File: config.mk
export PLATFORM = sky130hd
export DESIGN_NAME = uart_rx
export DESIGN_NICKNAME = d
export VERILOG_FILES = /design/src/rtl/uart_pkg.sv /design/src/rtl/bit_synchronizer.sv /design/src/rtl/uart_rx.sv
export SDC_FILE = /design/constraint.sdc
export NUM_CORES = 1
export LEC_CHECK = 0
export ABC_AREA = 1
export CORE_MARGIN = 2
export CORE_UTILIZATION = 48
export DETAILED_ROUTE_END_ITERATION = 7
export PLACE_DENSITY = 0.69
export SLEW_MARGIN = 25
export SYNTH_ARGS = -nofsm -noshare
export SYNTH_HDL_FRONTEND = slang
export SYNTH_SLANG_ARGS = --single-unit
File: constraint.sdc
create_clock -name clock -period 1.96 [get_ports clock]
set_input_delay 0.392 -clock clock [delete_from_list [all_inputs] [get_ports clock]]
set_output_delay 0.392 -clock clock [all_outputs]
set_load 0.02 [all_outputs]
File: src/rtl/uart_pkg.sv
`default_nettype none
// ============================================================================
// Module      : uart_pkg
// Description : Shared UART definitions (receiver state encoding, defaults).
// Revision    : 1.0 - initial release
// ============================================================================
package uart_pkg;

    localparam int c_DEFAULT_DATA_BITS  = 8;
    localparam int c_DEFAULT_OVERSAMPLE = 16;

    typedef enum logic [1:0] {
        RX_IDLE  = 2'd0,
        RX_START = 2'd1,
        RX_DATA  = 2'd2,
        RX_STOP  = 2'd3
    } rx_state_t;

endpackage
`default_nettype wire

File: src/rtl/bit_synchronizer.sv
`default_nettype none
// ============================================================================
// Module      : bit_synchronizer
// Description : Two-flop synchronizer for a single asynchronous bit.
// Revision    : 1.0 - initial release
// ============================================================================
module bit_synchronizer #(
    parameter logic RESET_VALUE = 1'b1
) (
    input  logic clock,
    input  logic reset,
    input  logic d,
    output logic q
);

    logic r_meta;
    logic r_sync;

    always_ff @(posedge clock or posedge reset) begin
        if (reset) begin
            r_meta <= RESET_VALUE;
            r_sync <= RESET_VALUE;
        end else begin
            r_meta <= d;
            r_sync <= r_meta;
        end
    end

    assign q = r_sync;

endmodule
`default_nettype wire

File: src/rtl/uart_rx.sv
`default_nettype none
// ============================================================================
// Module      : uart_rx
// Description : Oversampling UART receiver, 1 start / DATA_BITS LSB-first / 1 stop.
// Revision    : 1.0 - initial release
// ============================================================================
module uart_rx
    import uart_pkg::*;
#(
    parameter int DATA_BITS  = c_DEFAULT_DATA_BITS,
    parameter int OVERSAMPLE = c_DEFAULT_OVERSAMPLE
) (
    input  logic                 clock,
    input  logic                 reset,
    input  logic                 tick,
    input  logic                 rx,
    output logic [DATA_BITS-1:0] data,
    output logic                 valid,
    output logic                 frame_error,
    output logic                 busy
);

    localparam int TICK_W = $clog2(OVERSAMPLE);
    localparam int BIT_W  = $clog2(DATA_BITS + 1);

    // The edge tick is tick #1 and clears the counter, so the start bit is
    // sampled when the counter is about to reach OVERSAMPLE/2-1.
    localparam logic [TICK_W-1:0] c_HALF_SAMPLE = TICK_W'(OVERSAMPLE / 2 - 2);
    localparam logic [TICK_W-1:0] c_FULL_SAMPLE = TICK_W'(OVERSAMPLE - 1);
    localparam logic [BIT_W-1:0]  c_LAST_BIT    = BIT_W'(DATA_BITS - 1);

    generate
        if (OVERSAMPLE < 4 || (OVERSAMPLE % 2) != 0) begin : g_bad_oversample
            $error("uart_rx: OVERSAMPLE must be even and >= 4");
        end
    endgenerate

    rx_state_t            r_state, w_state_next;
    logic [TICK_W-1:0]    r_tick_cnt, w_tick_cnt_next;
    logic [BIT_W-1:0]     r_bit_cnt, w_bit_cnt_next;
    logic [DATA_BITS-1:0] r_shift, w_shift_next;
    logic [DATA_BITS:0]   w_shift_wide;
    logic [DATA_BITS-1:0] r_data;
    logic                 r_valid, r_frame_error;
    logic                 w_load, w_ferr;
    logic                 w_rx_s;
    logic                 r_rx_d;

    bit_synchronizer #(
        .RESET_VALUE (1'b1)
    ) u_rx_sync (
        .clock (clock),
        .reset (reset),
        .d     (rx),
        .q     (w_rx_s)
    );

    assign w_shift_wide = {w_rx_s, r_shift};

    always_comb begin
        w_state_next    = r_state;
        w_tick_cnt_next = r_tick_cnt;
        w_bit_cnt_next  = r_bit_cnt;
        w_shift_next    = r_shift;
        w_load          = 1'b0;
        w_ferr          = 1'b0;
        if (tick) begin
            case (r_state)
                RX_IDLE: begin
                    if (r_rx_d && !w_rx_s) begin
                        w_tick_cnt_next = '0;
                        w_bit_cnt_next  = '0;
                        w_state_next    = RX_START;
                    end
                end
                RX_START: begin
                    if (r_tick_cnt == c_HALF_SAMPLE) begin
                        w_tick_cnt_next = '0;
                        w_state_next    = w_rx_s ? RX_IDLE : RX_DATA;
                    end else begin
                        w_tick_cnt_next = r_tick_cnt + TICK_W'(1);
                    end
                end
                RX_DATA: begin
                    if (r_tick_cnt == c_FULL_SAMPLE) begin
                        w_shift_next    = w_shift_wide[DATA_BITS:1];
                        w_tick_cnt_next = '0;
                        w_bit_cnt_next  = r_bit_cnt + BIT_W'(1);
                        if (r_bit_cnt == c_LAST_BIT) begin
                            w_state_next = RX_STOP;
                        end
                    end else begin
                        w_tick_cnt_next = r_tick_cnt + TICK_W'(1);
                    end
                end
                RX_STOP: begin
                    if (r_tick_cnt == c_FULL_SAMPLE) begin
                        w_load          = w_rx_s;
                        w_ferr          = !w_rx_s;
                        w_tick_cnt_next = '0;
                        w_state_next    = RX_IDLE;
                    end else begin
                        w_tick_cnt_next = r_tick_cnt + TICK_W'(1);
                    end
                end
                default: begin
                    w_state_next = RX_IDLE;
                end
            endcase
        end
    end

    always_ff @(posedge clock or posedge reset) begin
        if (reset) begin
            r_state       <= RX_IDLE;
            r_tick_cnt    <= '0;
            r_bit_cnt     <= '0;
            r_shift       <= '0;
            r_data        <= '0;
            r_valid       <= 1'b0;
            r_frame_error <= 1'b0;
            r_rx_d        <= 1'b1;
        end else begin
            r_state       <= w_state_next;
            r_tick_cnt    <= w_tick_cnt_next;
            r_bit_cnt     <= w_bit_cnt_next;
            r_shift       <= w_shift_next;
            r_valid       <= w_load;
            r_frame_error <= w_ferr;
            r_rx_d        <= w_rx_s;
            if (w_load) begin
                r_data <= r_shift;
            end
        end
    end

    assign data        = r_data;
    assign valid       = r_valid;
    assign frame_error = r_frame_error;
    assign busy        = (r_state != RX_IDLE);

endmodule
`default_nettype wire

==> summary.md <==
The flow ran to the end, but the final reports show violations. The checks that failed: design-rule violations. The transition time of the tightest slew-check pin is 0.3730 ns.

The die is 58.73 um wide. Of all nets on the critical path, the largest fanout is 2. In the final layout, the multi-input gates occupy 545.5 um^2. The worst setup path is launched from a register. Setup slack closes at 0.1158 ns.

The number of violations reported at the end of detailed-routing iteration 0 was 32; the met3 wire length was 110 um. The proportion of total power due to net switching works out to 0.3658. The internal portion of the total power is 1.082 mW. In this run, synthesis produced a sequential element count of 31. The worst-case headroom to the max-slew limit came out at 0.7513. After clock tree synthesis, the clock-pin slew on the worst setup and hold paths is 0.09 ns. The number of warnings printed during yosys synthesis was 0; the net switching power figure was 0.6238 mW. OpenSTA, run right after detailed placement, puts the worst setup slack at 0.1223 ns.

The core area is 0.002805 mm^2, and the post-detailed-route count of antenna-violating nets is 0. The power share of the combinational group was 0.315; the post-route setup TNS was 0 ns. The part of the total power dissipated in sequential elements is 0.460, and the count of hold-fix buffers inserted at cts is 0.

For the maximum vdd drop, the log shows 0.6799 mV. The type of element capturing the critical path was an output port. The tools report the global-route usage over all layers as 0.1731. The detailed-route wire length on metal 1 is 1114 um, and the detail-routed net length per standard cell is 11.83 um. The logs give 0.001438 mm^2 for the area of the mapped netlist and 5 for the number of buffers added by the clock tree synthesis step.

The number of remaining DRC errors was 1; the number of instances resized during post-cts repair was 0. The part of the power in the clock network was 0.225; the number of buffers inserted by port buffering was 14. The H-tree generated during clock tree synthesis spans 2 levels. The average vias per placed instance is 4.971.

Routed length on met2: 1136 um. The number of global-route vias before repair came out at 1046. STA puts the critical path data arrival time at 1.45 ns. For the routed via count, the log shows 1024.

After global routing the overflow that remains totals 0. Synthesis produced a netlist with a net count of 160. The longest clock path from root to sink contains 2 buffers. The library cells used most frequently in the layout, excluding fill and tap cells, are sky130_fd_sc_hd__nand2_1, sky130_fd_sc_hd__dfrtp_1, sky130_fd_sc_hd__inv_1. The latest clock arrival within the worst-skew pair was 0.34 ns.

The max-slew violation total from the final report came out at 0. Between clock sinks in the finished design, the worst skew comes to 0.009788 ns. Counting distinct cell types in the post-synthesis netlist gives 25.

The logs give 1.57 ns for the required time at the endpoint of the critical path and 181 for the final-stage net count. The die covers 0.003449 mm^2. The sink count of the clock tree was 31. The number of maximum-capacitance violations is 0.

TritonCTS built the clock tree. The congestion estimate from routability-driven global placement came to 0.7853. The library cell used most frequently in the layout, excluding fill and tap cells, is sky130_fd_sc_hd__nand2_1. The share of the clock period used by the worst path came out at 0.9409. Setup violations remaining at the end of the flow were counted as 0. The floorplan step set the die height to 58.73 um. The sequential share of the synthesized area was 0.5422; the layout filler cell count was 243. 0 antenna diodes ended up in the layout.

In this run the mean area of a mapped cell was 9.396 um^2. Registers take 779.5 um^2. Startpoint-to-endpoint class of the critical path: reg2out. Once detailed placement completed, the half-perimeter wirelength came to 1748 um. Routed signal wires occupy layers up through met4. The run gives 32 as the pin count of the biggest net entering global routing.

The area added between synthesis and finish is 16.10%. The number of detailed-route iterations in the first pass was 7; the number of antenna violations at the first check in global routing was 0. The run gives 0 as the total count of hold-check failures in the final report. Proportion of layout cells with a drive suffix above 1: 0.1943.

The cell sitting at the root of the clock tree is a sky130_fd_sc_hd__clkbuf_4. The path class of the tightest hold or removal check is reg2reg. For the synthesized instance count, the log shows 153. The highest clock frequency the design can meet came out at 542.2 MHz. Summed over all cells, the static leakage comes to 0.7948 nW.

The run gives 19 as the number of cell rows. For the count of buffers added by post-CTS timing repair for setup, the log shows 0. Pin placement for this block handled 15 I/O pins. Setup repair after global routing left no endpoint under its margin. The initial standard-cell utilization of the core is 0.5125, and the overall routed net length is 2437 um. The first global-routing pass estimated 4402 um of wire.

For the finished layout, the period the worst path requires is 1.844 ns. The power density normalized to cell area is 1022 mW/mm^2.
## synthesized netlist by cell type, drive strengths merged
master  instances  area [um^2]
nand2          45        183.9
nand3          12        65.06
o22ai           1        6.260
dfstp           3        78.83
buf             3        30.03
nor2            8        57.55
or2             1        6.260
dfrtp          28        700.7
nand4           2        27.53
ha              3        37.54
inv            22        82.58
nor3            2        10.01
nand3b          1        7.510
xor2            2        17.52
o21ai          20        126.4
## registers in the layout, indices dropped and copies added (netlist names), 4 cells and up, named ones only
name	cells
data	8
r_shift	8
r_bit_cnt	4
r_tick_cnt	4
## worst paths after layout
kind,endpoint,slack [ns],from,cells after the start
hold / removal,u_rx_sync.q,0.36,u_rx_sync.r_meta,0
setup reg to reg,data[7],0.40,r_tick_cnt[0],6
setup / recovery,busy,0.12,r_state[0],3
max in group asynchronous,r_rx_d,1.22,reset,3
min in group asynchronous,data[1],0.42,reset,3
hold reg to reg,u_rx_sync.q,0.36,u_rx_sync.r_meta,0
## stage by stage
| stage | area (um^2) | power, mW | utilization | hold WS, ns | instances |
|---|---|---|---|---|---|
| after floorplan | 1438 | 1.192 | - | 0.3452 | 153 |
| after global placement | 1609 | 1.309 | 0.5736 | 0.3456 | 198 |
| after detailed placement | 1609 | 1.335 | 0.5736 | 0.3469 | 198 |
| after CTS | 1669 | 1.731 | 0.5950 | 0.3618 | 206 |
| after global routing | 1669 | 1.847 | 0.5950 | 0.3664 | 206 |
| final | 1669 | 1.706 | 0.5950 | 0.3614 | 206 |
## power by group through the flow
stage | clock network, mW | registers [mW] | logic (mW)
2_1_floorplan | 0 | 0.796 | 0.397
3_3_place_gp | 0 | 0.788 | 0.521
3_5_place_dp | 0 | 0.793 | 0.542
4_1_cts | 0.406 | 0.784 | 0.542
5_1_grt | 0.433 | 0.796 | 0.618
6_report | 0.384 | 0.784 | 0.537
## layer usage
| layer | GRT usage | up-vias |
|---|---|---|
| li1 | - | 531 |
| met1 | 0.2103 | 462 |
| met2 | 0.2714 | 23 |
| met3 | 0.04615 | 8 |
| met4 | 0.1104 | 0 |
| met5 | 0 | - |
## critical path, stage by stage, from the launching register on
cell	delay [ns]
sky130_fd_sc_hd__dfrtp_1	0.39
sky130_fd_sc_hd__nor2_2	0.14
sky130_fd_sc_hd__inv_1	0.07
sky130_fd_sc_hd__clkdlybuf4s50_1	0.53
## area by class of cell
class | instances | area share
multi-input cells | 97 | 0.3268
flip-flops and latches | 31 | 0.4670
well taps | 31 | 0.02324
repair buffers | 17 | 0.09745
inverters | 22 | 0.04948
clock inverters | 1 | 0.002999
clock buffers | 7 | 0.03298
## kinds of logic after synthesis
| family | Yosys count | share of synthesized area |
|---|---|---|
| compound gates | 21 | 0.09226 |
| xor+xnor | 2 | 0.01219 |
| fa+ha+maj | 3 | 0.02611 |
| buf+inv | 25 | 0.07833 |
| flops | 31 | 0.5422 |
| simple gates | 71 | 0.2489 |
(Power assumes the default switching activity.)
